File: src/rtl/async_fifo.sv
// Single-clock FIFO with registered read data, pointer-decoded full/empty and
// one-cycle overflow/underflow pulses. r_clk exists only for pin compatibility.
module async_fifo #(
  parameter int unsigned fw       = 8,
  parameter int unsigned fd       = 8,
  parameter int unsigned add_size = 3
) (
  input  logic          w_clk,
  input  logic          r_clk,
  input  logic          rst,
  input  logic          wr,
  input  logic          rd,
  input  logic [fw-1:0] wdata,
  output logic [fw-1:0] rdata,
  output logic          full,
  output logic          empty,
  output logic          overflow,
  output logic          underflow
);

  localparam int unsigned PW = add_size + 1;

  logic [fw-1:0] mem [fd];
  logic [PW-1:0] wptr;
  logic [PW-1:0] rptr;
  logic          wr_ok_c;
  logic          rd_ok_c;
  logic          unused_r_clk;

  assign unused_r_clk = r_clk;

  // Status decode: extra wrap bit distinguishes full from empty.
  assign empty = (wptr == rptr);
  assign full  = (wptr[add_size-1:0] == rptr[add_size-1:0]) &&
                 (wptr[add_size] != rptr[add_size]);

  assign wr_ok_c = wr && !full;
  assign rd_ok_c = rd && !empty;

  // Storage is not reset; pointers make stale contents unreachable.
  always_ff @(posedge w_clk) begin
    if (wr_ok_c && !rst) begin
      mem[wptr[add_size-1:0]] <= wdata;
    end
  end

  always_ff @(posedge w_clk or posedge rst) begin
    if (rst) begin
      wptr      <= '0;
      rptr      <= '0;
      rdata     <= '0;
      overflow  <= 1'b0;
      underflow <= 1'b0;
    end else begin
      overflow  <= wr && full;
      underflow <= rd && empty;
      if (wr_ok_c) begin
        wptr <= wptr + PW'(1);
      end
      if (rd_ok_c) begin
        rdata <= mem[rptr[add_size-1:0]];
        rptr  <= rptr + PW'(1);
      end
    end
  end

endmodule

File: config.mk
export PLATFORM = sky130hd
export DESIGN_NAME = async_fifo
export DESIGN_NICKNAME = d
export VERILOG_FILES = /design/src/rtl/async_fifo.sv
export SDC_FILE = /design/constraint.sdc
export NUM_CORES = 1
export LEC_CHECK = 0
export CAP_MARGIN = 15
export CORE_MARGIN = 5
export CORE_UTILIZATION = 40
export DETAILED_ROUTE_END_ITERATION = 16
export GPL_TIMING_DRIVEN = 0
export SLEW_MARGIN = 20
export SYNTH_ARGS = -nofsm -noshare
export SYNTH_HDL_FRONTEND = slang
export SYNTH_SLANG_ARGS = --single-unit
File: constraint.sdc
create_clock -name w_clk -period 3.3 [get_ports w_clk]
set_clock_uncertainty 0.1 [all_clocks]
set_input_delay 0.495 -clock w_clk [delete_from_list [all_inputs] [get_ports w_clk]]
set_output_delay 0.495 -clock w_clk [all_outputs]
set_load 0.1 [all_outputs]
# Word level (Yosys, flattened, before mapping)
# Memory sizes are Yosys's and may differ from the RTL's. A register that Yosys moved wholly into a read port is not among the register bits.
# Index checks and enable logic that the tools add are counted.
[word_totals]
output_inout_bits = 12
regBits = 10
elab_cells = 21
n_memories = 1
in_bits = 13
ram_bits = 64
[memory_table]
columns = ["memory", "depth", "word_bits", "read_ports", "rd_clocked_by_memory_dff", "write_ports", "line", "text"]
rows = [
  ["mem", 8, 8, 1, 1, 1, "23", "logic [fw-1:0] mem [fd];"],
]
[op_classes]
muxes = 2
addsub = 2
reduce_logical = 9
eq_ne = 3
[ops]
columns = ["op", "n"]
rows = [
  ["4-bit by 1-bit adder with 4-bit output, second input constant", 2],
  ["1-bit logical AND", 6],
  ["4-bit equality test", 1],
  ["3-bit equality test", 1],
  ["1-bit logical NOT", 3],
  ["1-bit 2-to-1 mux", 2],
  ["1-bit inequality test", 1],
]

# Longest topological paths before layout
[logic_depth]
depth_word = 7
ltp_mapped = 6
depth_no_buf = 4

# Worst setup path after synthesis
# Ideal clock, no wire load.
[synth_path]
kind = "register -> output"
start = "reg rptr[0]"
end = "out empty"
n_path_buf = 1
slack_ps = -405
t_required_ps = 2705
stages_incl_launch_ff = 5
t_arrival_ps = 3110
cell_sequence = "dfrtp_1 -> buf_6 -> xor2_2 -> or2_2 -> nor3_1"
[synth_via]
elab_chain_cells = 1
[synth_lines]
columns = ["element", "line", "text"]
rows = [
  ["start: declaration", "25", "logic [PW-1:0] rptr;"],
  ["start signal: assignment", "62", "rptr <= rptr + PW'(1);"],
  ["4-bit equality test", "33", "assign empty = (wptr == rptr);"],
  ["end: declaration", "16", "output logic empty,"],
]
# No other way between the ends.

# Worst setup path after layout
# Same ends and word-level chain as after synthesis.

==> results.txt <==
* Slowest cell on the critical path: sky130_fd_sc_hd__dlygate4sd2_1
- In this run the mean area of a mapped cell was between 15 and 20 µm².
- In the routed design, unresolved DRC markers number 0.
- Arr. time, crit path: about 2.5 ns
- The first global-routing pass estimated 9400 µm of wire.
* Library cell with the largest summed area after synthesis: sky130_fd_sc_hd__edfxtp_1
- After synthesis, the netlist uses 28 different library cells.
* Via/cell ratio: 5.10
* Final setup violating endpoints: 0
* Effective utilization at floorplan: around two fifths
* Iteration count of the initial detailed-routing pass: 4
- Measured on the finished design, the core utilization comes to between 40% and 50%.
* Site Rows: 33
* Unrepaired setup endpoints after global routing: false
* Final number of hold-violating endpoints: 0
* Net count reported at finish: about 230
- The post-route netlist has a little over a fifth of its cells at a drive strength greater than 1.
- Tmin final: 3.11 ns
- Maximum clock frequency: roughly 320 MHz
* FF+latch area: 2370 µm²
- TritonCTS clock tree: done
- Sorting the synthesized cells by how often they occur yields 64 x sky130_fd_sc_hd__edfxtp_1, 18 x sky130_fd_sc_hd__dfrtp_1, 16 x sky130_fd_sc_hd__mux4_2, 12 x sky130_fd_sc_hd__nand2_1.
- Core Area: 8090 µm²
- STA classifies the critical path startpoint as a register.
- Max-cap viol count: 0
* Vias after detailed routing: 1652
* Min-delay worst type: register to register
* Layout Area Growth over Synthesis: 17.1%
* Routed wirelength normalized by instance count: approximately 19 µm
* Port Buffers: 23
- 0 antenna diodes ended up in the layout.
- Clock-pin slew reported for the worst setup and hold paths after clock tree synthesis: 0.09 ns
- Across the VDD grid, the largest voltage drop is roughly 0.34 mV.
- The signal on the critical path passes through buf_6 -> xor2_2 -> or2_2 -> nor3_1 -> dlygate4sd2_1.
- Flops & latches, synth: a little over 80
- The clock tree synthesis step divided the H-tree into 3 levels.
- In this run the worst path has a maximum fanout of 10.
- Maximum buffer depth of the clock tree: 2
* Die ar.: slightly above 10000 µm²
- Remaining global-route overflow: 0
* Post-synth top area share: 58.5%
- Final Routed Wirelength: 6090 µm
- Number of stages on the worst hold path: 2
- Power comes to approximately 3.6 mW.
* Iter 0 DRT Violations: ~110
* Horizontal die dimension: 101 µm
* Gpl congestion: 0.777
- Counting every instance in the synthesized netlist gives around 180.
* Critical path type: register to primary output
* Pwr per Cell Area: roughly 940 nW/µm²
- Dividing the final minimum period by the clock period gives between 90% and 100%.
* Vias in the first global route: 1697
* Pins Over Slew Limit: 0
- Number of CTS-inserted buffers: 9
- In the final layout, the multi-input gates occupy approximately 860 µm².
- Fillcell total: 703
- In the synthesized netlist the async set-or-reset flop fraction comes to around 22%.
- The most used flip-flop cell after synthesis is sky130_fd_sc_hd__edfxtp_1.
- Top-level port count: 25
* Synth area leaders: sky130_fd_sc_hd__edfxtp_1 59%, sky130_fd_sc_hd__dfrtp_1 14%, sky130_fd_sc_hd__mux4_2 11%
* Depth of the worst register-to-register path: 5
- Clock latency on the worst-skew pair, taken at its later pin, is roughly 0.34 ns.
- Yosys printed 0 warnings.
- For this run, the slowest stage of the critical path takes 0.88 ns.
* Post-synth net total: 193
- Dominant cell by count in the synthesized netlist: sky130_fd_sc_hd__edfxtp_1
- Antenna-violating nets left: 0
* Leakage Power: between 1 and 1.5 nW
* CTS sink cnt: 82
- Proportion of synthesized chip area in sequential cells: 72.3%
- Yosys mapped a number of flops with a built-in enable equal to 64.
- The initial antenna violation count is 0.
- Run status: completed
- Overall routing resource usage: 13.0%
- Sum of net half-perimeters after detailed placement: roughly 3900 µm
* Worst slew margin relative to its limit: 34.3%
* Netlist Area Pre-Place: 3280 µm²
- Height of the die: around 100 µm
- Kind of end point of the critical path: primary output
* Transition at the pin with the smallest max-transition slack: between 0.9 and 1 ns
- Data required time of the worst path: approximately 2.7 ns
- Clock root cell: sky130_fd_sc_hd__clkbuf_8
- Entering global routing, the biggest net connects 20 pins.
cell usage in the layout, fill, tap and decap left out, types with 2 or more instances in the layout:
cell type and instances:
sky130_fd_sc_hd__nor3_1 2, sky130_fd_sc_hd__clkinv_2 2, sky130_fd_sc_hd__ha_1 2, sky130_fd_sc_hd__nor3_2 4, sky130_fd_sc_hd__and3_1 2, sky130_fd_sc_hd__or2_1 2
sky130_fd_sc_hd__nand2_1 12, sky130_fd_sc_hd__buf_6 2, sky130_fd_sc_hd__xor2_1 5, sky130_fd_sc_hd__clkdlybuf4s50_1 21, sky130_fd_sc_hd__edfxtp_1 64, sky130_fd_sc_hd__buf_1 2
sky130_fd_sc_hd__mux2i_1 8, sky130_fd_sc_hd__o21ai_0 8, sky130_fd_sc_hd__clkbuf_8 10, sky130_fd_sc_hd__buf_4 4, sky130_fd_sc_hd__nor2_1 8, sky130_fd_sc_hd__dlygate4sd2_1 2
sky130_fd_sc_hd__mux4_2 16, sky130_fd_sc_hd__and2_1 2, sky130_fd_sc_hd__nand3_1 2, sky130_fd_sc_hd__inv_1 4, sky130_fd_sc_hd__xor2_2 2, sky130_fd_sc_hd__clkbuf_1 3
sky130_fd_sc_hd__xnor2_1 3, sky130_fd_sc_hd__dfrtp_1 18
through the flow:
step                      setup WS [ns]  TNS (ns)  hold slack, ns  cell area [µm²]  cells
after floorplan                  -0.405     -1.37           0.342             3280    178
after global placement           -0.356     -4.48           0.365             3640    306
after detailed placement        0.00525         0           0.371             3680    308
after CTS                         0.158         0           0.388             3850    324
after global routing             0.0173         0           0.417             3850    324
final                             0.190         0           0.378             3850    324
layout make-up:
cell class,instances,share of cell area [%]
plain buffers,8,1.33
clock buffers,13,3.87
clock inverters,3,0.423
inverters,4,0.390
multi-input cells,84,22.5
flip-flops and latches,82,61.7
well taps,105,3.42
repair buffers,25,6.41
routing by layer:
metal / part of all wire (%) / global-route usage, %
met4: 1.2 / 4.97
met2: 51 / 21.8
met5: 0 / 0
met1: 44 / 16.5
met3: 3.5 / 2.77
final timing paths:
kind | from | endpoint | slack (ns)
min reg2reg | rdata[2]$_DFFE_PP0P_ | rdata[2]$_DFFE_PP0P_ | 0.38
min in group asynchronous | rst | wptr[0]$_DFFE_PP0P_ | 0.65
min | rdata[2]$_DFFE_PP0P_ | rdata[2]$_DFFE_PP0P_ | 0.38
max in group asynchronous | rst | rdata[5]$_DFFE_PP0P_ | 1.93
max | rptr[0]$_DFFE_PP0P_ | empty | 0.19
max reg2reg | rptr[1]$_DFFE_PP0P_ | mem[3][5]$_DFFE_PP_ | 0.79
state kept, by name, summed over array words and instances, names as in the netlist:
| register | flops |
|---|---|
| rdata | 8 |
| mem | 64 |
| rptr | 4 |
| wptr | 4 |
| overflow | 1 |
| underflow | 1 |
critical path, delay by kind of cell (launching register included):
family / cells / cell delay, ns
buffers and inverters: 2 / 1.05
AND/OR/NAND/NOR: 2 / 0.51
flip-flops: 1 / 0.40
XOR/XNOR: 1 / 0.21
repair_timing:
action,4_1_cts,5_1_grt
endpoints found under the setup margin,2,0
hold buffers,0,0
gates resized for setup,2,0
setup buffers,0,0
logic make-up (layout without fill, tap and decap cells):
kind of cell,count (synthesis),count (layout),synth area share [%]
fa+ha+maj,2,2,0.762
flops,82,82,72.3
simple gates,36,36,5.07
compound gates,10,10,2.55
xor+xnor,10,10,3.13
mux,26,26,14.2
buf+inv,12,53,2.02
power by group:
group	leakage, nW	switching, mW	internal [mW]	total (mW)
logic	0.474	1.04	0.542	1.59
clock network	0.0877	0.334	0.293	0.627
registers	0.797	0.100	1.29	1.39
total	1.36	1.48	2.13	3.61
(Power assumes the default switching activity.)
